<file path="src/rtl/lrn_issue_ctrl_pkg.sv">
`default_nettype none
// +-------------------------------------------------------------------+
// | lrn_issue_ctrl_pkg : shared state encoding, defaults, clog2 helper  |
// | Revision 1.0                                                        |
// +-------------------------------------------------------------------+
package lrn_issue_ctrl_pkg;

   typedef enum logic [1:0] {
      ST_IDLE  = 2'd0,
      ST_RUN   = 2'd1,
      ST_DRAIN = 2'd2,
      ST_DONE  = 2'd3
   } state_e;

   localparam int unsigned NUM_PE_DEF    = 4;
   localparam int unsigned CREDITS_DEF   = 4;
   localparam int unsigned COUNT_W_DEF   = 16;
   localparam int unsigned ISSUE_GAP_DEF = NUM_PE_DEF + 1;

   function automatic int unsigned clog2(input int unsigned v);
      int unsigned r;
      r = 0;
      while ((32'd1 << r) < v) begin
         r = r + 1;
      end
      return r;
   endfunction

endpackage
`default_nettype wire

</file>
<file path="src/rtl/lrn_issue_ctrl_issue_pacer.sv">
`default_nettype none
// +-------------------------------------------------------------------+
// | lrn_issue_ctrl_issue_pacer : issue gap down-counter + credit count  |
// | Revision 1.0                                                        |
// +-------------------------------------------------------------------+
module lrn_issue_ctrl_issue_pacer
   import lrn_issue_ctrl_pkg::*;
#(
   parameter int unsigned CREDITS   = CREDITS_DEF,
   parameter int unsigned ISSUE_GAP = ISSUE_GAP_DEF,
   parameter int unsigned INF_W     = clog2(CREDITS + 1)
) (
   input  logic             clk,
   input  logic             reset,
   input  logic             fire,
   input  logic             retire,
   output logic             can_issue,
   output logic [INF_W-1:0] inflight
);

   localparam int unsigned      GAP_W      = (clog2(ISSUE_GAP) > 0) ? clog2(ISSUE_GAP) : 1;
   localparam logic [GAP_W-1:0] GAP_LOAD   = GAP_W'(ISSUE_GAP - 1);
   localparam logic [INF_W-1:0] CREDIT_MAX = INF_W'(CREDITS);

   logic [GAP_W-1:0] gap_cnt_q, gap_cnt_d;
   logic [INF_W-1:0] inflight_q, inflight_d;
   logic             retire_ok;

   // A retire with nothing outstanding is an upstream error; never underflow.
   assign retire_ok = retire & (inflight_q != '0);

   always_comb begin
      gap_cnt_d  = gap_cnt_q;
      inflight_d = inflight_q;
      if (fire) begin
         gap_cnt_d = GAP_LOAD;
      end else if (gap_cnt_q != '0) begin
         gap_cnt_d = gap_cnt_q - 1'b1;
      end
      case ({fire, retire_ok})
         2'b10:   inflight_d = inflight_q + 1'b1;
         2'b01:   inflight_d = inflight_q - 1'b1;
         default: inflight_d = inflight_q;
      endcase
   end

   always_ff @(posedge clk) begin
      if (reset) begin
         gap_cnt_q  <= '0;
         inflight_q <= '0;
      end else begin
         gap_cnt_q  <= gap_cnt_d;
         inflight_q <= inflight_d;
      end
   end

   assign can_issue = (inflight_q < CREDIT_MAX) && (gap_cnt_q == '0);
   assign inflight  = inflight_q;

endmodule
`default_nettype wire

</file>
<file path="src/rtl/lrn_issue_ctrl.sv">
`default_nettype none
// +-------------------------------------------------------------------+
// | lrn_issue_ctrl : paces vector issues into the LRN datapath          |
// | Revision 1.0                                                        |
// +-------------------------------------------------------------------+
module lrn_issue_ctrl
   import lrn_issue_ctrl_pkg::*;
#(
   parameter int unsigned NUM_PE    = NUM_PE_DEF,
   parameter int unsigned CREDITS   = CREDITS_DEF,
   parameter int unsigned COUNT_W   = COUNT_W_DEF,
   parameter int unsigned ISSUE_GAP = NUM_PE + 1,
   parameter int unsigned INF_W     = clog2(CREDITS + 1)
) (
   input  logic               clk,
   input  logic               reset,
   input  logic               start,
   input  logic [COUNT_W-1:0] cfg_num_vec,
   input  logic               src_valid,
   output logic               src_ready,
   output logic               norm_enable,
   input  logic               norm_out_valid,
   output logic [INF_W-1:0]   inflight,
   output logic               busy,
   output logic               done,
   output logic               err
);

   state_e             state_q, state_d;
   logic [COUNT_W-1:0] cfg_q, cfg_d;
   logic [COUNT_W-1:0] issued_q, issued_d;
   logic [COUNT_W-1:0] retired_q, retired_d;
   logic               err_q, err_d;
   logic               can_issue;
   logic               fire;
   logic               retire_ok;

   lrn_issue_ctrl_issue_pacer #(
      .CREDITS   (CREDITS),
      .ISSUE_GAP (ISSUE_GAP),
      .INF_W     (INF_W)
   ) u_pacer (
      .clk       (clk),
      .reset     (reset),
      .fire      (fire),
      .retire    (norm_out_valid),
      .can_issue (can_issue),
      .inflight  (inflight)
   );

   // Ready is independent of src_valid so upstream may wait on it.
   assign src_ready   = (state_q == ST_RUN) && can_issue && (issued_q < cfg_q);
   assign fire        = src_valid & src_ready;
   assign norm_enable = fire;
   assign retire_ok   = norm_out_valid & (inflight != '0);

   always_comb begin
      state_d   = state_q;
      cfg_d     = cfg_q;
      issued_d  = issued_q + COUNT_W'(fire);
      retired_d = retired_q + COUNT_W'(retire_ok);
      err_d     = err_q | (norm_out_valid & (inflight == '0));
      case (state_q)
         ST_IDLE: begin
            if (start) begin
               cfg_d     = cfg_num_vec;
               issued_d  = '0;
               retired_d = '0;
               state_d   = (cfg_num_vec == '0) ? ST_DONE : ST_RUN;
            end
         end
         ST_RUN: begin
            if (fire && ((issued_q + COUNT_W'(1)) == cfg_q)) begin
               state_d = ST_DRAIN;
            end
         end
         ST_DRAIN: begin
            if (retired_d == cfg_q) begin
               state_d = ST_DONE;
            end
         end
         ST_DONE: begin
            state_d = ST_IDLE;
         end
         default: begin
            state_d = ST_IDLE;
         end
      endcase
   end

   always_ff @(posedge clk) begin
      if (reset) begin
         state_q   <= ST_IDLE;
         cfg_q     <= '0;
         issued_q  <= '0;
         retired_q <= '0;
         err_q     <= 1'b0;
      end else begin
         state_q   <= state_d;
         cfg_q     <= cfg_d;
         issued_q  <= issued_d;
         retired_q <= retired_d;
         err_q     <= err_d;
      end
   end

   assign busy = (state_q == ST_RUN) || (state_q == ST_DRAIN);
   assign done = (state_q == ST_DONE);
   assign err  = err_q;

endmodule
`default_nettype wire

</file>
<file path="config.mk">
export PLATFORM = sky130hd
export DESIGN_NAME = lrn_issue_ctrl
export DESIGN_NICKNAME = d
export VERILOG_FILES = /design/src/rtl/lrn_issue_ctrl_pkg.sv /design/src/rtl/lrn_issue_ctrl_issue_pacer.sv /design/src/rtl/lrn_issue_ctrl.sv
export SDC_FILE = /design/constraint.sdc
export NUM_CORES = 1
export LEC_CHECK = 0
export ABC_AREA = 1
export CORE_MARGIN = 10
export CORE_UTILIZATION = 30
export DETAILED_ROUTE_END_ITERATION = 8
export GPL_ROUTABILITY_DRIVEN = 0
export PLACE_DENSITY = 0.51
export SYNTH_ARGS = -nofsm -noshare
export SYNTH_HDL_FRONTEND = slang
export SYNTH_SLANG_ARGS = --single-unit
</file>
<file path="constraint.sdc">
create_clock -name clk -period 2.6 [get_ports clk]
set_input_delay 0.65 -clock clk [delete_from_list [all_inputs] [get_ports clk]]
set_output_delay 0.65 -clock clk [all_outputs]
set_load 0.01 [all_outputs]
</file>
After elaboration in Yosys (flattened, before gate mapping) --
Index checks and enable logic that the tools add are counted.
Operators by class: add/sub/neg operators 6, order comparisons 2, equal/unequal tests 10, muxes and demuxes 12, bitwise logic cells 4, reduce and logical (&&, ||, !) cells 16
Operator list (count):
- 2-to-1 mux 16 bit | 4
- adder 16 x 1 -> 16 bit | 2
- == test 16 bit | 2
- adder 16 x 1 -> 16 bit (second input constant) | 1
- logical NOT 16 bit | 1
- less-than comparator 16 bit | 1
- 2-to-1 mux 2 bit | 4
- one-hot mux 2 bit (4 select lines) | 1
- == test 2 bit (second input constant) | 3
- logical NOT 3 bit | 2
- 2-to-1 mux 3 bit | 2
- one-hot mux 3 bit (2 select lines) | 1
- nonzero test 3 bit | 2
- subtractor 3 x 1 -> 3 bit (second input constant) | 2
- == test 2 x 1 -> 1 bit (second input constant) | 2
- logical AND 1 bit | 4
- inequality test 2 bit (second input constant) | 2
- nonzero test 2 bit | 2
- adder 3 x 1 -> 3 bit (second input constant) | 1
- bitwise AND 1 bit | 3
- less-than comparator 3 bit (second input constant) | 1
- AND reduction 3 bit | 1
- logical NOT 2 bit | 1
- inequality test 2 x 1 -> 1 bit (second input constant) | 1
- 4 further kinds | 4
Storage, ports and cells: register bits 57, bits of input ports 21, output and inout port bits 8, word-level logic and storage cells 58

Longest topological paths before layout --
word-level depth 8, mapped depth 19, mapped depth without buffers 19

By module --
Synthesis repeated with hierarchy kept, for this count alone.
Unflattened totals: cell total of the unflattened synthesis 653, area, all modules 4119.0 sq um
Modules (own cells, without submodules):
- lrn_issue_ctrl | instances 1, cells each 605, area each 3763.6 sq um, seq. area each 1021.0 sq um
- lrn_issue_ctrl_issue_pacer | instances 1, cells each 48, area each 355.3 sq um, seq. area each 120.1 sq um

Worst setup path before layout --
No wires, ideal clock.
path type flip-flop to flip-flop, start point register cfg_q[5], end point register issued_q[14], setup time 0.070 ns, data arrival time 2.604 ns, data required time 2.530 ns, path slack -0.074 ns, stages on the path, launching flop included 15, buffers on the path 0, clock period less this slack 2.674 ns, cell sequence dfxtp_1 > inv_1 > ha_1 > a21oi_1 > nor2_1 > nor3_1 > nand2_1 > nand2_1 > nand2_1 > nor2_1 > ha_1 > ha_1 > nand3_1 > or4_1 > a21oi_1
Between the ends: longest elaborated chain between the ends 6
RTL lines:
- from (decl) | line lrn_issue_ctrl.sv:30 | logic [COUNT_W-1:0] cfg_q, cfg_d;
- from (signal assigned) | line lrn_issue_ctrl.sv:100 | cfg_q <= cfg_d;
- less-than comparator 16 bit (*) | line lrn_issue_ctrl.sv:52 | assign src_ready = (state_q == ST_RUN) && can_issue && (issued_q < cfg_q);
- logical AND 1 bit (*) | line lrn_issue_ctrl.sv:52
- bitwise AND 1 bit (*) | line lrn_issue_ctrl.sv:53 | assign fire = src_valid & src_ready;
- via norm_enable | line lrn_issue_ctrl.sv:21 | output logic norm_enable,
- adder 16 x 1 -> 16 bit (*) | line lrn_issue_ctrl.sv:60 | issued_d = issued_q + COUNT_W'(fire);
- 2-to-1 mux 16 bit | line lrn_issue_ctrl.sv:65 | if (start) begin
- 2-to-1 mux 16 bit (*) | line lrn_issue_ctrl.sv:63 | case (state_q)
- to (signal assigned) | line lrn_issue_ctrl.sv:101 | issued_q <= issued_d;
- to (decl) | line lrn_issue_ctrl.sv:31 | logic [COUNT_W-1:0] issued_q, issued_d;
The timed path passes the listed nets; every way through them passes the cells marked *. A chain may end at the register's enable or synchronous reset.

Final worst setup path --
start point register u_pacer.gap_cnt_q[0], end point output norm_enable
Between the ends: longest elaborated chain between the ends 5
RTL lines:
- from (decl) | line lrn_issue_ctrl_issue_pacer.sv:25 | logic [GAP_W-1:0] gap_cnt_q, gap_cnt_d;
- from (signal assigned) | line lrn_issue_ctrl_issue_pacer.sv:52 | gap_cnt_q <= gap_cnt_d;
- logical NOT 3 bit | line lrn_issue_ctrl_issue_pacer.sv:57 | assign can_issue = (inflight_q < CREDIT_MAX) && (gap_cnt_q == '0);
- logical AND 1 bit | line lrn_issue_ctrl_issue_pacer.sv:57
- logical AND 1 bit (2 in a row) | line lrn_issue_ctrl.sv:52
- bitwise AND 1 bit | line lrn_issue_ctrl.sv:53
- to (decl) | line lrn_issue_ctrl.sv:21
Every way passes these cells.

==> results.sh <==
export IMPL_outcome="complete, but fails checks"
export IMPL_violations="negative setup slack"
export IMPL_fin_ws_ns=-0.0107
export IMPL_synth_top_area_share_pct=28.8
export IMPL_wirelength_mm=12.6
export IMPL_fin_skew_ns=0.00557
export IMPL_vias_per_cell=4.57
export IMPL_path_clk_slew_ns=0.05
export IMPL_insertion_delay_ns=0.33
export IMPL_antenna_found_initial=0
export IMPL_synth_top_area_cell="dfxtp_1"
export IMPL_yosysSeqAreaShare_pct=28.8
export IMPL_layout_min_cycle_time_ns=2.61
export IMPL_yosys_top_cells_area="dfxtp_1 (29%), nand2_1 (15%), ha_1 (9.5%), inv_1 (8.3%), nor2_1 (7.7%)"
export IMPL_first_pass_iters=6
export IMPL_die_h_um=135
export IMPL_fin_total_pwr_mw=4.13
export IMPL_grt_total_usage_pct=14.1
export IMPL_wire_per_inst_um=13.6
export IMPL_drcViolationCount=0
export IMPL_cts_sink_count=57
export IMPL_setup_viol=1
export IMPL_dieArea_mm2=0.0182
export IMPL_start_util_pct=31.0
export IMPL_overflow=0
export IMPL_worst_pin_slew_ns=0.336
export IMPL_async_flop_share_pct=0
export IMPL_drv_slew=0
export IMPL_ir_worst_vdd_mv=0.414
export IMPL_synth_seq_cells=57
export IMPL_ant_nets=0
export IMPL_layout_commonest_cell="nand2_1"
export IMPL_syn_area_per_cell_um2=6.47
export IMPL_numCtsBuffers=9
export IMPL_critPathRequiredTime_ns=1.95
export IMPL_nets=804
export IMPL_syn_cell_area_mm2=0.00397
export IMPL_place_ws_ns=-0.689
export IMPL_rows=41
export IMPL_end_kind="output port"
export IMPL_io_buffers=28
export IMPL_vias=4246
export IMPL_p_clk_share_pct=28.4
export IMPL_intPower_mw=2.64
export IMPL_synth_edf_count=0
export IMPL_netlist_instances=613
export IMPL_p_leak_nw=2.62
export IMPL_cts_htree_levels=3
export IMPL_critical_path_class="reg -> out"
export IMPL_cp_max_fo=2
export IMPL_p_comb_share_pct=45.6
export IMPL_arrival_ns=1.96
export IMPL_slew_headroom_pct=77.4
export IMPL_timing_fmax_mhz=383
export IMPL_antenna_cells=0
export IMPL_hold_buffers=0
export IMPL_layout_common_cells="nand2_1 (146), buf_4 (105), nor2_1 (70), inv_1 (65), dfxtp_1 (42)"
export IMPL_cp_slowest_cell="dfxtp_2"
export IMPL_place_hpwl_mm=9.64
export IMPL_timing_hold_violations_final=0
export IMPL_start_kind="flop"
export IMPL_synth_ff_type="dfxtp_1"
export IMPL_yosysWarnings=0
export IMPL_seq_power_share_pct=26.0
export IMPL_timing_final_crit_share_pct=100
export IMPL_pin_count=29
export IMPL_clock_path_buffers=2
export IMPL_drive_above_1_share_pct=34.3
export IMPL_slowest_delay_ns=0.32
export IMPL_syn_nets=665
export IMPL_coreArea_mm2=0.0128
export IMPL_grt_pass1_vias=4244
export IMPL_hold_path_class="reg -> reg"
export IMPL_drtIter0Drc=255
export IMPL_grt_max_degree=33
export IMPL_tns_ns=-0.0107
export IMPL_p_switching_mw=1.48
export IMPL_swShare_pct=36.0
export IMPL_grt_pass1_wl_mm=20.4
export IMPL_max_cap_violations=0
export IMPL_cts_tree="yes"
export IMPL_root_buffer="clkbuf_16"
export IMPL_grt_setup_unrepaired="yes"
export IMPL_synth_distinct_cells=37
export IMPL_area_growth_synth_to_final_pct=53.6
export IMPL_fp_dieW_um=135
export IMPL_power_density_mw_per_mm2=677
export IMPL_path_cells="inv_2 > ha_4 > ha_4 > nand2_4 > nor3b_4 > nand3_2 > nor2_4 > nand2_4 > nor2_4 > buf_4 > buf_4 > buf_4"
export IMPL_cpMostUsedCell="buf_4"
[metal layers]
metal / share of wire, % / GRT usage, % / vias to the layer above
li1: - / - / 2229
met2: 47 / 23.1 / 86
met1: 47 / 17.6 / 1912
met4: 1.8 / 5.50 / 0
met3: 4.5 / 2.97 / 19
met5: 0 / 0 / -
[through the flow]
step | utilization, % | instance area, um2 | hold slack, ns | std cells
after floorplan | - | 3970 | 0.438 | 613
after global placement | 39.9 | 5090 | 0.445 | 891
after detailed placement | 39.9 | 5090 | 0.468 | 891
after CTS | 45.5 | 5810 | 0.475 | 920
after global routing | 47.7 | 6090 | 0.501 | 929
final | 47.7 | 6090 | 0.472 | 929
[final cells by class]
type	count	area, um2
Fill cell	1274	6680
Timing Repair Buffer	138	1130
Inverter	90	343
Sequential cell	57	1160
Clock inverter	6	58.8
Tap cell	172	215
Multi-Input combinational cell	456	2950
Clock buffer	10	229
[power groups by stage]
stage          clock, mW  combinational (mW)  sequential, mW
3_3_place_gp           0                1.49            1.06
3_5_place_dp           0                1.49            1.06
6_report            1.17                1.88            1.07
2_1_floorplan          0               0.777            1.08
4_1_cts             1.19                1.71            1.06
5_1_grt             1.23                2.09            1.08
[path summary, 6_finish.rpt]
| path | start | cells past startpoint | slack, ns | endpoint |
|---|---|---|---|---|
| worst min register to register | u_pacer.gap_cnt_q[0] | 2 | 0.47 | u_pacer.gap_cnt_q[0] |
| worst min-delay path | u_pacer.gap_cnt_q[0] | 2 | 0.47 | u_pacer.gap_cnt_q[0] |
| worst max-delay path | u_pacer.gap_cnt_q[0] | 12 | -0.01 | norm_enable |
| worst max register to register | u_pacer.gap_cnt_q[0] | 15 | 0.04 | issued_q[14] |
[cell usage after synthesis (2+ instances only)]
library cell  number
nor2_1            81
xor2_1            11
ha_1              30
nor4_1             5
nor2_2             7
nand2_2            4
clkbuf_1           6
o21a_1             2
nand3_1           44
inv_1             88
or2_2              2
nand3_2            2
dfxtp_1           57
o21bai_1           4
nor2_4             3
a21oi_1           39
nand4_1           11
buf_1              2
nor3_1             3
o21ai_0           27
xnor2_1            8
nand2_1          161
buf_4              2
[state kept, by name, indices dropped and copies added (netlist names)]
signal             count
u_pacer.inflight       3
u_pacer.gap_cnt_q      3
state_q                2
retired_q             16
err                    1
issued_q              16
cfg_q                 16
[logic make-up after synthesis]
family,Yosys count,share of synthesized area [%]
compound gates,77,10.4
xor+xnor,20,4.76
fa+ha+maj,31,9.97
buf+inv,100,9.66
flops,57,28.8
simple gates,328,36.4
[critical path: cells and delay by family, from the launching register on]
kind / cells / cell delay [ns]
flip-flops: 1 / 0.32
adder cells (fa/ha/maj): 2 / 0.29
AND/OR/NAND/NOR: 6 / 0.63
buffers and inverters: 4 / 0.39
[what timing repair did]
item | 4_1_cts | 5_1_grt
resized for setup | 96 | 66
setup endpoints to repair | 19 | 18
buffers inserted | 13 | 9
pin swaps | 45 | 53
Note: power is estimated with default switching activity, not from simulation.
